$ cat config.mk
export PLATFORM = sky130hd
export DESIGN_NAME = shift_seq
export DESIGN_NICKNAME = d
export VERILOG_FILES = /design/src/rtl/shift_pkg.sv /design/src/rtl/shift_step.sv /design/src/rtl/shift_seq.sv
export SDC_FILE = /design/constraint.sdc
export NUM_CORES = 1
export LEC_CHECK = 0
export CORE_UTILIZATION = 48
export CTS_CLUSTER_DIAMETER = 30
export DETAILED_ROUTE_END_ITERATION = 6
export PLACE_DENSITY = 0.8
export SLEW_MARGIN = 20
export SYNTH_ARGS = -nofsm -noshare
export SYNTH_HDL_FRONTEND = slang
export SYNTH_SLANG_ARGS = --single-unit
$ cat constraint.sdc
create_clock -name clk -period 2.9 [get_ports clk]
set_clock_uncertainty 0.15 [all_clocks]
set_input_delay 0.58 -clock clk [delete_from_list [all_inputs] [get_ports clk]]
set_output_delay 0.58 -clock clk [all_outputs]
set_load 0.03 [all_outputs]
$ cat src/rtl/shift_pkg.sv
// shift_pkg: op encodings, FSM states and saturation constant shared by shift_seq.
package shift_pkg;
    typedef enum logic [1:0] {OP_SLL = 2'b00, OP_SRL = 2'b01, OP_SRA = 2'b10, OP_RSV = 2'b11} op_e;
    typedef enum logic [1:0] {IDLE, SHIFT, DONE} state_e;
    localparam int SHAMT_SAT = 32;
endpackage

$ cat src/rtl/shift_step.sv
// shift_step: one combinational shift of acc by 1 or 4 bits; OP_RSV shifts like SRL.
module shift_step import shift_pkg::*; #(
    parameter int DATA_W = 32
) (
    input  logic [DATA_W-1:0] acc,
    input  op_e               op,
    input  logic              four,
    output logic [DATA_W-1:0] next
);
    logic [2:0] s;
    always_comb begin
        s    = four ? 3'd4 : 3'd1;
        next = op == OP_SLL ? acc << s :
               op == OP_SRA ? DATA_W'($signed(acc) >>> s) : acc >> s;
    end
endmodule

$ cat src/rtl/shift_seq.sv
// shift_seq: multi-cycle sequential shifter (SLL/SRL/SRA), one bit per cycle.
// Define SHIFT_SEQ_FAST4_EN to take 4-bit steps while at least 4 bits remain.
module shift_seq import shift_pkg::*; #(
    parameter int DATA_W = 32
) (
    input  logic              clk,
    input  logic              rst,
    input  logic              start,
    input  logic [1:0]        op,
    input  logic [DATA_W-1:0] operand,
    input  logic [DATA_W-1:0] shamt,
    output logic              busy,
    output logic              done,
    output logic [DATA_W-1:0] result
);
    state_e            state_q, state_d;
    op_e               op_q, op_d;
    logic [DATA_W-1:0] acc_q, acc_d, result_q, result_d, step_acc;
    logic [4:0]        cnt_q, cnt_d;
    logic              four;

`ifdef SHIFT_SEQ_FAST4_EN
    assign four = cnt_q >= 5'd4;
`else
    assign four = 1'b0;
`endif

    shift_step #(.DATA_W(DATA_W)) u_step (
        .acc  (acc_q),
        .op   (op_q),
        .four (four),
        .next (step_acc)
    );

    always_comb begin
        state_d  = state_q;
        op_d     = op_q;
        acc_d    = acc_q;
        cnt_d    = cnt_q;
        result_d = result_q;
        case (state_q)
            IDLE: if (start) begin
                state_d = SHIFT;
                op_d    = op_e'(op);
                // Oversized amounts resolve at load time so they cost no shift cycles.
                if (shamt < DATA_W'(SHAMT_SAT)) begin
                    acc_d = operand;
                    cnt_d = shamt[4:0];
                end else begin
                    acc_d = op_e'(op) == OP_SRA ? {DATA_W{operand[DATA_W-1]}} : '0;
                    cnt_d = '0;
                end
            end
            SHIFT: if (cnt_q == 5'd0) begin
                state_d  = DONE;
                result_d = acc_q;
            end else begin
                acc_d = step_acc;
                cnt_d = cnt_q - (four ? 5'd4 : 5'd1);
            end
            DONE:    state_d = IDLE;
            default: state_d = IDLE;
        endcase
    end

    always_ff @(posedge clk) begin
        if (rst) begin
            state_q  <= IDLE;
            op_q     <= OP_SLL;
            acc_q    <= '0;
            cnt_q    <= '0;
            result_q <= '0;
        end else begin
            state_q  <= state_d;
            op_q     <= op_d;
            acc_q    <= acc_d;
            cnt_q    <= cnt_d;
            result_q <= result_d;
        end
    end

    assign busy   = state_q != IDLE;
    assign done   = state_q == DONE;
    assign result = result_q;
endmodule

==> flow_summary.ini <==
[logic_synthesis]
ys_warn_count = 0
synth_area_per_cell_um2 = 8.40
synthesis.nets = 508
syn_inst = 437
ys_ff_latch = 73
syn_area_um2 = 3670
synth-seq-area-share_pct = 39.8
yosys.cell_types.count = 45

[sta]
setup_tns_ps = 0
fin_crit_sh_pct = 84.2
period_minus_slack_ps = 2440
report.final.slew_viol_count = 0
rsz0062_at_grt = no
slew_headroom_pct = 56.0
hold_viol_final = 0
tightest_slew_ps = 661
setup_viol = 0
max_freq_mhz = 409

[setup_path]
startpoint_type = input port
r2r_cells = 7
timing.rr.end = acc_q[21]$_SDFFE_PP0P_
cp_cell_sequence = clkdlybuf4s50_1 -> or4_4 -> nor3_4 -> buf_12 -> nand3_1 -> a2111oi_1
worst-path-max-fanout = 37
critPathKind = input port to register
crit_buf_inv = 2
rrSetupSlack_ps = 500
endpoint_kind = register
timing.rr.start = cnt_q[0]$_SDFFE_PP0P_
arrival_ps = 2520
critPathSlowestCell = or4_4
worstPathRequired_ps = 2970
slowest_delay_ps = 550
crit_family = simple AND/OR/NAND/NOR gates

[placement]
place_hpwl_um = 6540
dpl.cell_count = 603
port_buffers = 102
gp_congestion = 0.831

[floorplanning]
start_util_pct = 50.1
rows = 31
core-area_um2 = 7330
die_h_um = 89.4
die-area_um2 = 8000
die_w_um = 89.4
io_pins = 103

[clock_tree]
cts_sinks = 73
post_cts_buffers = 0
numCtsBuffers = 9
cts-root-buf = clkbuf_8
cts-htree-levels = 3
path_clk_slew_ps = 70
tritoncts = built
cts_max_path_buffers = 2
clkLatencyLatePin_ps = 350
post_cts_resized = 0
cts_hold_buf = 0

[cells_and_area]
layout-drive-gt1-share_pct = 6.92
final_common_cell = clkdlybuf4s50_1
mostFrequentLayoutCells = clkdlybuf4s50_1, dfxtp_1, nand2_1, a21oi_1, nor3_1
area_growth_pct = 31.0
fin_cells = 619
final_nets = 586
antenna_cells = 0
n_fill_cell = 631

[run]
cap_violations = 0

[drt]
vias_per_cell = 5.76
vias = 3565
drc = 0
drtIter0Drc = 278
drtPass1Iterations = 5
ant_nets = 0
totalWireLength_um = 10100
wire_per_inst_um = 16.3

[power]
power_density_nw_per_um2 = 562
vdd_drop_max_v = 0.000382
p_leak_uw = 0.00157

[worst_hold_path]
min_to = result[23]$_SDFFE_PP0P_
hp-class = register to register
hold-path-cell-count = 2
worstHoldStart = result[23]$_SDFFE_PP0P_

[grt]
grt_usage_pct = 26.3
grt_pass1_wl_um = 16100
antenna_found_initial = 0
grt_max_degree = 41
grt_pass1_vias = 3259
grt.overflow.total = 0

[run_status]
run_status = completed
flip-flops by register name, indices dropped and copies added, names as in the netlist:
| name | flops |
|---|---|
| acc_q | 32 |
| result | 32 |
| cnt_q | 5 |
| op_q | 2 |
| state_q | 2 |
per-stage QoR:
step | setup WS [ps] | instance area, um^2 | hold WS (ps) | util, % | total power (uW)
after floorplan | 573 | 3670 | 291 | - | 1730
after global placement | 195 | 4630 | 293 | 63.2 | 1970
after detailed placement | 52.3 | 4630 | 297 | 63.2 | 1990
after CTS | 443 | 4810 | 307 | 65.6 | 2710
after global routing | 347 | 4810 | 320 | 65.6 | 2850
final | 457 | 4810 | 305 | 65.6 | 2700
layer usage:
layer  vias to the layer above  global-route usage (%)  part of all wire [%]
li1                       1755                       -                     -
met3                        15                    6.19                   6.1
met4                         0                    6.49                   1.5
met2                       137                    43.4                    49
met5                         -                       0                     0
met1                      1658                    34.7                    43
synth_stat cells (all sizes together):
| library cell | instances | area share (%) |
|---|---|---|
| a2111oi | 31 | 8.5 |
| xnor2 | 2 | 0.48 |
| nand4 | 5 | 0.85 |
| clkbuf | 23 | 3.0 |
| or4b | 1 | 0.27 |
| dfxtp | 73 | 40 |
| nor3 | 34 | 4.9 |
| a2bb2oi | 1 | 0.24 |
| a221oi | 2 | 0.48 |
| nand2b | 1 | 0.17 |
| nor2 | 8 | 0.82 |
| buf | 15 | 3.3 |
| and2 | 31 | 5.3 |
| or2 | 3 | 0.51 |
| o21ai | 2 | 0.27 |
| o2111ai | 1 | 0.24 |
| a21boi | 1 | 0.20 |
| a31o | 1 | 0.24 |
| a211oi | 31 | 6.3 |
| mux2i | 4 | 1.1 |
| nor3b | 2 | 0.41 |
| nand2 | 65 | 6.6 |
| or4 | 2 | 0.51 |
| o32ai | 1 | 0.24 |
| and4 | 1 | 0.24 |
| dlygate4sd1 | 5 | 1.2 |
| nand3 | 31 | 4.2 |
| nor4 | 4 | 0.68 |
| a32oi | 1 | 0.24 |
| ha | 2 | 0.68 |
| inv | 5 | 0.51 |
| nor2b | 4 | 0.68 |
| a21oi | 39 | 5.4 |
| dlygate4sd3 | 3 | 0.82 |
| a41o | 1 | 0.27 |
| or3 | 1 | 0.17 |
worst reg2reg max path: cells and delay by family (launching register included):
family / cells / cell delay, ps
AND/OR/NAND/NOR: 2 / 740
AO/OA/AOI/OAI: 2 / 470
buffers and inverters: 2 / 420
flip-flops: 1 / 340
adder cells (fa/ha/maj): 1 / 160
cell families after synthesis:
| kind of cell | synth area share [%] |
|---|---|
| muxes | 1.09 |
| AOI/OAI and AO/OA | 22.7 |
| xor gates and xnor gates | 0.477 |
| and+or+nand+nor | 26.4 |
| adders and majority gates | 0.682 |
| buffers and inverters | 8.83 |
| DFF | 39.8 |
power breakdown:
group	total, uW	switching [uW]	internal (uW)
Combinational	764	422	342
Clock	726	369	358
Sequential	1210	99.7	1110
Total	2700	890	1810
worst max-delay path by stage:
stage | start | end | cells past startpoint
finish | shamt[17] | acc_q[12]$_SDFFE_PP0P_ | 6
global route | cnt_q[1]$_SDFFE_PP0P_ | acc_q[15]$_SDFFE_PP0P_ | 7
CTS | shamt[12] | acc_q[21]$_SDFFE_PP0P_ | 6
detailed placement | shamt[12] | acc_q[21]$_SDFFE_PP0P_ | 6
global placement | shamt[17] | acc_q[7]$_SDFFE_PP0P_ | 6
floorplan | shamt[12] | acc_q[0]$_SDFFE_PP0P_ | 5
cell type report:
type                    instances  area, um^2  area share (%)
clock buffers                  14         163            3.38
flip-flops and latches         73        1460            30.4
multi-input cells             313        1890            39.4
repair buffers                113        1140            23.6
well taps                      99         124            2.58
clock inverters                 2        12.5           0.260
inverters                       5        18.8           0.390
Power figures use the tool's default switching activity.
